File: config.mk
export PLATFORM = sky130hd
export DESIGN_NAME = match_ctrl
export DESIGN_NICKNAME = d
export VERILOG_FILES = /design/src/rtl/match_ctrl.sv
export SDC_FILE = /design/constraint.sdc
export NUM_CORES = 1
export LEC_CHECK = 0
export ABC_AREA = 0
export BUFFER_PORTS_ARGS = -buffer_cell sky130_fd_sc_hd__buf_2
export CORE_ASPECT_RATIO = 0.5
export CORE_MARGIN = 2
export CORE_UTILIZATION = 51
export CTS_CLUSTER_DIAMETER = 60
export DETAILED_ROUTE_END_ITERATION = 16
export PLACE_DENSITY_LB_ADDON = 0.12
export SYNTH_ARGS = -nofsm -noshare
export SYNTH_HDL_FRONTEND = slang
export SYNTH_SLANG_ARGS = --single-unit
export TNS_END_PERCENT = 1
File: constraint.sdc
create_clock -name frame_clk -period 2.35 [get_ports frame_clk]
set_input_delay 0.47 -clock frame_clk [delete_from_list [all_inputs] [get_ports frame_clk]]
set_output_delay 0.47 -clock frame_clk [all_outputs]
set_load 0.1 [all_outputs]
File: src/rtl/match_ctrl.sv
// Match sequencer for soccer-heads: owns the IDLE/KICKOFF/PLAY/GOAL/OVER flow,
// the scores, the match clock, and the hold/enable lines to the movers.
module match_ctrl #(
  parameter logic [7:0] START_KEY      = 8'h28,
  parameter logic [9:0] GOAL_L_X       = 10'd40,
  parameter logic [9:0] GOAL_R_X       = 10'd600,
  parameter logic [9:0] GOAL_MOUTH_Y   = 10'd330,
  parameter logic [3:0] WIN_SCORE      = 4'd5,
  parameter logic [9:0] KICKOFF_FRAMES = 10'd120,
  parameter logic [9:0] GOAL_FRAMES    = 10'd180,
  parameter logic [6:0] FRAMES_PER_SEC = 7'd60,
  parameter logic [6:0] MATCH_SECONDS  = 7'd90
) (
  input  logic       frame_clk,
  input  logic       Reset,
  input  logic [7:0] keycode,
  input  logic [9:0] BallX,
  input  logic [9:0] BallY,
  input  logic [9:0] BallS,
  output logic       ball_hold,
  output logic       AllowInput,
  output logic [3:0] score_p1,
  output logic [3:0] score_p2,
  output logic [6:0] time_left,
  output logic [2:0] state,
  output logic [1:0] winner,
  output logic       goal_pulse
);

  typedef enum logic [2:0] {
    S_IDLE    = 3'd0,
    S_KICKOFF = 3'd1,
    S_PLAY    = 3'd2,
    S_GOAL    = 3'd3,
    S_OVER    = 3'd4
  } state_t;

  state_t     state_q, state_d;
  logic [7:0] prev_key_q;
  logic       armed_q, armed_d;
  logic [9:0] frame_cnt_q, frame_cnt_d;
  logic [6:0] sub_cnt_q, sub_cnt_d;
  logic [6:0] time_left_d;
  logic [3:0] score_p1_d, score_p2_d;
  logic [1:0] winner_d;
  logic       goal_pulse_d, ball_hold_d, allow_input_d;
  logic       start_edge, goal_left, goal_right;
  logic [10:0] left_line, right_edge;

  function automatic logic [1:0] decide_winner(input logic [3:0] p1, input logic [3:0] p2);
    if (p1 > p2)      decide_winner = 2'd1;
    else if (p1 < p2) decide_winner = 2'd2;
    else              decide_winner = 2'd3;
  endfunction

  function automatic logic [3:0] sat_inc(input logic [3:0] v);
    sat_inc = (v == 4'hF) ? 4'hF : v + 4'd1;
  endfunction

  // A key held across reset release must be let go before it can start a match.
  assign start_edge = armed_q && (keycode == START_KEY) && (prev_key_q != START_KEY);
  assign armed_d    = armed_q || (keycode != START_KEY);

  // 11-bit sums so BallX+BallS cannot wrap near the right edge.
  assign left_line  = {1'b0, GOAL_L_X} + {1'b0, BallS};
  assign right_edge = {1'b0, BallX} + {1'b0, BallS};
  assign goal_left  = ({1'b0, BallX} <= left_line) && (BallY > GOAL_MOUTH_Y);
  assign goal_right = (right_edge >= {1'b0, GOAL_R_X}) && (BallY > GOAL_MOUTH_Y);

  assign state = state_q;

  always_comb begin
    state_d      = state_q;
    frame_cnt_d  = frame_cnt_q;
    sub_cnt_d    = sub_cnt_q;
    time_left_d  = time_left;
    score_p1_d   = score_p1;
    score_p2_d   = score_p2;
    winner_d     = winner;
    goal_pulse_d = 1'b0;

    case (state_q)
      S_IDLE, S_OVER: begin
        if (start_edge) begin
          state_d     = S_KICKOFF;
          frame_cnt_d = 10'd0;
          sub_cnt_d   = 7'd0;
          time_left_d = MATCH_SECONDS;
          score_p1_d  = 4'd0;
          score_p2_d  = 4'd0;
          winner_d    = 2'd0;
        end
      end
      S_KICKOFF: begin
        if (frame_cnt_q == KICKOFF_FRAMES - 10'd1) begin
          state_d     = S_PLAY;
          frame_cnt_d = 10'd0;
        end else begin
          frame_cnt_d = frame_cnt_q + 10'd1;
        end
      end
      S_PLAY: begin
        // The clock keeps running on a goal edge; GOAL then sees the new value.
        if (sub_cnt_q == FRAMES_PER_SEC - 7'd1) begin
          sub_cnt_d = 7'd0;
          if (time_left != 7'd0) time_left_d = time_left - 7'd1;
        end else begin
          sub_cnt_d = sub_cnt_q + 7'd1;
        end
        if (goal_left || goal_right) begin
          if (goal_left) score_p2_d = sat_inc(score_p2);
          else           score_p1_d = sat_inc(score_p1);
          state_d      = S_GOAL;
          goal_pulse_d = 1'b1;
          frame_cnt_d  = 10'd0;
        end else if (time_left == 7'd0) begin
          state_d  = S_OVER;
          winner_d = decide_winner(score_p1, score_p2);
        end
      end
      S_GOAL: begin
        if (frame_cnt_q == GOAL_FRAMES - 10'd1) begin
          frame_cnt_d = 10'd0;
          if ((score_p1 >= WIN_SCORE) || (score_p2 >= WIN_SCORE) || (time_left == 7'd0)) begin
            state_d  = S_OVER;
            winner_d = decide_winner(score_p1, score_p2);
          end else begin
            state_d = S_KICKOFF;
          end
        end else begin
          frame_cnt_d = frame_cnt_q + 10'd1;
        end
      end
      default: begin
        state_d = S_IDLE;
      end
    endcase

    ball_hold_d   = (state_d != S_PLAY);
    allow_input_d = (state_d == S_KICKOFF) || (state_d == S_PLAY);
  end

  always_ff @(posedge frame_clk or posedge Reset) begin
    if (Reset) begin
      state_q     <= S_IDLE;
      prev_key_q  <= 8'd0;
      armed_q     <= 1'b0;
      frame_cnt_q <= 10'd0;
      sub_cnt_q   <= 7'd0;
      time_left   <= MATCH_SECONDS;
      score_p1    <= 4'd0;
      score_p2    <= 4'd0;
      winner      <= 2'd0;
      goal_pulse  <= 1'b0;
      ball_hold   <= 1'b1;
      AllowInput  <= 1'b0;
    end else begin
      state_q     <= state_d;
      prev_key_q  <= keycode;
      armed_q     <= armed_d;
      frame_cnt_q <= frame_cnt_d;
      sub_cnt_q   <= sub_cnt_d;
      time_left   <= time_left_d;
      score_p1    <= score_p1_d;
      score_p2    <= score_p2_d;
      winner      <= winner_d;
      goal_pulse  <= goal_pulse_d;
      ball_hold   <= ball_hold_d;
      AllowInput  <= allow_input_d;
    end
  end

endmodule
==> flow_summary.json <==
{
  "timing.final.max_slew_violations": 0,
  "tritoncts": "done",
  "top_level_ports": 63,
  "synthesis.instances": 387,
  "floorplan.initialDensity_pct": 52.6,
  "fin_tns_setup_ns": -1.83,
  "rsz_0062_raised_after_global_routing": "yes",
  "worstPathCellList": "buf_2 > ha_1 > fa_2 > nor2b_1 > o21ai_2 > nand2_1 > a221oi_2 > a211oi_2 > buf_4 > a21o_4 > nand2b_4 > a211o_1",
  "synth.area.top_cells": "sky130_fd_sc_hd__dfrtp_1 (31%), sky130_fd_sc_hd__ha_1 (12%), sky130_fd_sc_hd__nand3_1 (3.9%), sky130_fd_sc_hd__dfstp_2 (3.7%), sky130_fd_sc_hd__nand2_1 (3.5%)",
  "design_area_final_sq_mm": 0.00460,
  "numPortBuffers": 62,
  "vias_in_the_first_global_route": 3547,
  "violations": "setup timing",
  "syn_to_final_growth_pct": 31.2,
  "critPathArrivalTime_ns": 2.72,
  "mostFrequentLayoutCell": "sky130_fd_sc_hd__buf_2",
  "synth_ff_type": "sky130_fd_sc_hd__dfrtp_1",
  "yosys_synthesis_warning_count": 0,
  "critPathMaxFanout": 4,
  "syn_area_per_cell_sq_um": 9.07,
  "max_slew.worst_pin.slew_ns": 0.648,
  "maxClockFrequency_mhz": 394,
  "drt-wirelength-per-cell_microns": 15.1,
  "antenna_violating_nets_post_route": 0,
  "fin_util_pct": 69.0,
  "drive_gt1_share_pct": 32.1,
  "p_per_area_mw_per_mm2": 599,
  "total_leakage_power_nw": 2.22,
  "period_share_pct": 108,
  "fin_nets": 581,
  "critical_path_s_slowest_cell": "sky130_fd_sc_hd__fa_2",
  "die_w_microns": 121,
  "run_status": "complete, but fails checks",
  "hold_path.class": "in2reg",
  "number_of_iterations_in_the_first_detailed_routing_pass": 4,
  "synth.net_count": 462,
  "worst_skew_pair.late_latency_ns": 0.29,
  "ir_drop_mv": 0.322,
  "track_usage_pct": 24.6,
  "die_y_microns": 62.7,
  "dpl_cell_area_sq_mm": 0.00435,
  "cp-end-kind": "flip-flop",
  "cts_root_buf": "sky130_fd_sc_hd__clkbuf_16",
  "maximum_number_of_pins_on_one_net_before_global_route_repair": 50,
  "timing.max_slew.rel_slack_pct": 56.5,
  "finalCriticalPeriod_ns": 2.54,
  "finalHoldViolations": 0,
  "seq_area_frac_synth_pct": 35.1,
  "die_area_sq_mm": 0.00760,
  "detail_route.drc_violations": 0,
  "synth_seq_cells": 49,
  "gr_ovfl_total": 0,
  "async_flop_share_pct": 100,
  "post-route-worst-setup-slack_ns": -0.191,
  "max_stage_delay_ns": 0.36,
  "gp_congestion": 0.832,
  "num-fill-cells": 572,
  "row_count": 21,
  "post_synth_num_cell_types": 66,
  "totalWireLength_microns": 9060,
  "dp_hpwl_microns": 6740,
  "timing.hold.ws_ns": 0.287,
  "synth-compound-area-share_pct": 20.7,
  "finalClockSkew_ns": 0.00678,
  "top_cell_type_s_share_of_synthesized_area_pct": 31.4,
  "simple_gate_fraction_of_synth_area_pct": 23.1,
  "startpoint_type": "primary input",
  "clk_pin_slew_ns": 0.07,
  "setup_viol": 21,
  "synthDominantAreaCellType": "sky130_fd_sc_hd__dfrtp_1",
  "routed_via_density": 5.75,
  "worstPathRequired_ns": 2.53,
  "number_of_design_rule_violations_left_by_the_first_detailed_router_iteration": 207,
  "detailroute.via_count": 3447,
  "cts_num_sinks": 49,
  "clk_path_buf_depth": 2,
  "post_synth_xor_area_fraction_pct": 4.24,
  "most_frequent_cells_in_the_layout": "sky130_fd_sc_hd__buf_2 (60), sky130_fd_sc_hd__buf_4 (54), sky130_fd_sc_hd__dfrtp_1 (44)",
  "synth_top_family_by_area": "simple AND/OR/NAND/NOR gates",
  "synth_area_sq_mm": 0.00351,
  "max_cap_violations": 0,
  "diodes": 0,
  "core_region_area_sq_mm": 0.00667,
  "numCtsBuffers": 5,
  "category_of_the_most_critical_setup_path": "in2reg",
  "antenna_found_initial": 0,
  "maximum_level_of_the_cts_h_tree": 2,
  "grt_first_pass_wirelength_microns": 15400,
  "synth_fa_ha_area_share_pct": 12.7,
  "synth.area.mux_share_pct": 1.18,
  "synth_enable_flop_cells": 0
}
## cell usage after synthesis (all sizes together), types with 2 or more instances
library cell,number
a211o,4
a211oi,3
a21o,4
a21oi,16
a31oi,5
and3,10
clkbuf,3
dfrtp,44
dfstp,5
ha,34
inv,23
mux2i,3
nand2,33
nand2b,7
nand3,28
nand3b,2
nand4,6
nor2,32
nor2b,7
nor3,9
nor3b,2
nor4,3
nor4b,3
o2111ai,3
o211a,2
o211ai,8
o21a,2
o21ai,31
o22a,5
o31a,2
o31ai,3
o32ai,2
or2,3
or3,3
or4b,2
xnor2,4
xor2,13
## area by class of cell
class	instances	area, sq um	area share (%)
Multi-Input combinational cell	311	2280	49.6
Sequential cell	49	1230	26.8
Timing Repair Buffer	116	732	15.9
Clock buffer	5	125	2.72
Tap cell	92	115	2.50
Inverter	23	86.3	1.87
Clock inverter	3	28.8	0.625
## power breakdown
part	switching [mW]	internal, mW	total (mW)
Combinational	0.595	0.390	0.985
Sequential	0.0979	0.930	1.03
Clock	0.339	0.408	0.747
## final timing paths
check                           cells after the start        endpoint           start  slack [ns]
worst max-delay path                               12  frame_cnt_q[8]        BallX[0]       -0.19
worst min-delay path                                1   prev_key_q[3]      keycode[3]        0.29
worst max register to register                      9       winner[1]  frame_cnt_q[1]        0.01
worst min register to register                      2       winner[0]       winner[0]        0.50
max in group asynchronous                           3    sub_cnt_q[2]           Reset        1.61
min in group asynchronous                           3    time_left[0]           Reset        0.32
## logic make-up after synthesis
family / count (synthesis)
multiplexers: 4
flip-flops: 49
AND/OR/NAND/NOR: 154
buffers and inverters: 27
adder cells (fa/ha/maj): 35
AO/OA/AOI/OAI: 101
XOR/XNOR: 17
## metrics by stage
step	cells	power (mW)	setup slack [ns]
floorplan	387	1.66	-0.272
CTS	598	2.75	-0.206
global placement	590	1.95	-0.468
finish	599	2.76	-0.191
global route	599	2.92	-0.282
detailed placement	590	1.99	-0.554
## flip-flops by register name, summed over array words and instances, names as in the netlist
register,cells
prev_key_q,8
score_p1,4
state,3
winner,2
sub_cnt_q,7
AllowInput,1
armed_q,1
goal_pulse,1
time_left,7
ball_hold,1
frame_cnt_q,10
score_p2,4
## routing by layer
| layer | vias to the layer above | GRT usage (%) | part of all wire (%) |
|---|---|---|---|
| li1 | 1668 | - | - |
| met1 | 1680 | 29.3 | 42 |
| met2 | 82 | 45.9 | 52 |
| met3 | 17 | 3.56 | 4.5 |
| met4 | 0 | 7.61 | 1.6 |
| met5 | - | 0 | 0 |
## timing repair
item / CTS / global route
setup endpoints to repair: 24 / 26
gates resized for setup: 8 / 15
pin swaps: 5 / 7
setup buffers: 0 / 1
hold buffers: 0 / 0
## critical path: cells and delay by family
family	cells	cell delay, ns
AND/OR/NAND/NOR	3	0.41
adder cells (fa/ha/maj)	2	0.59
AO/OA/AOI/OAI	5	0.98
buffers and inverters	2	0.27
Power figures use the tool's default switching activity.
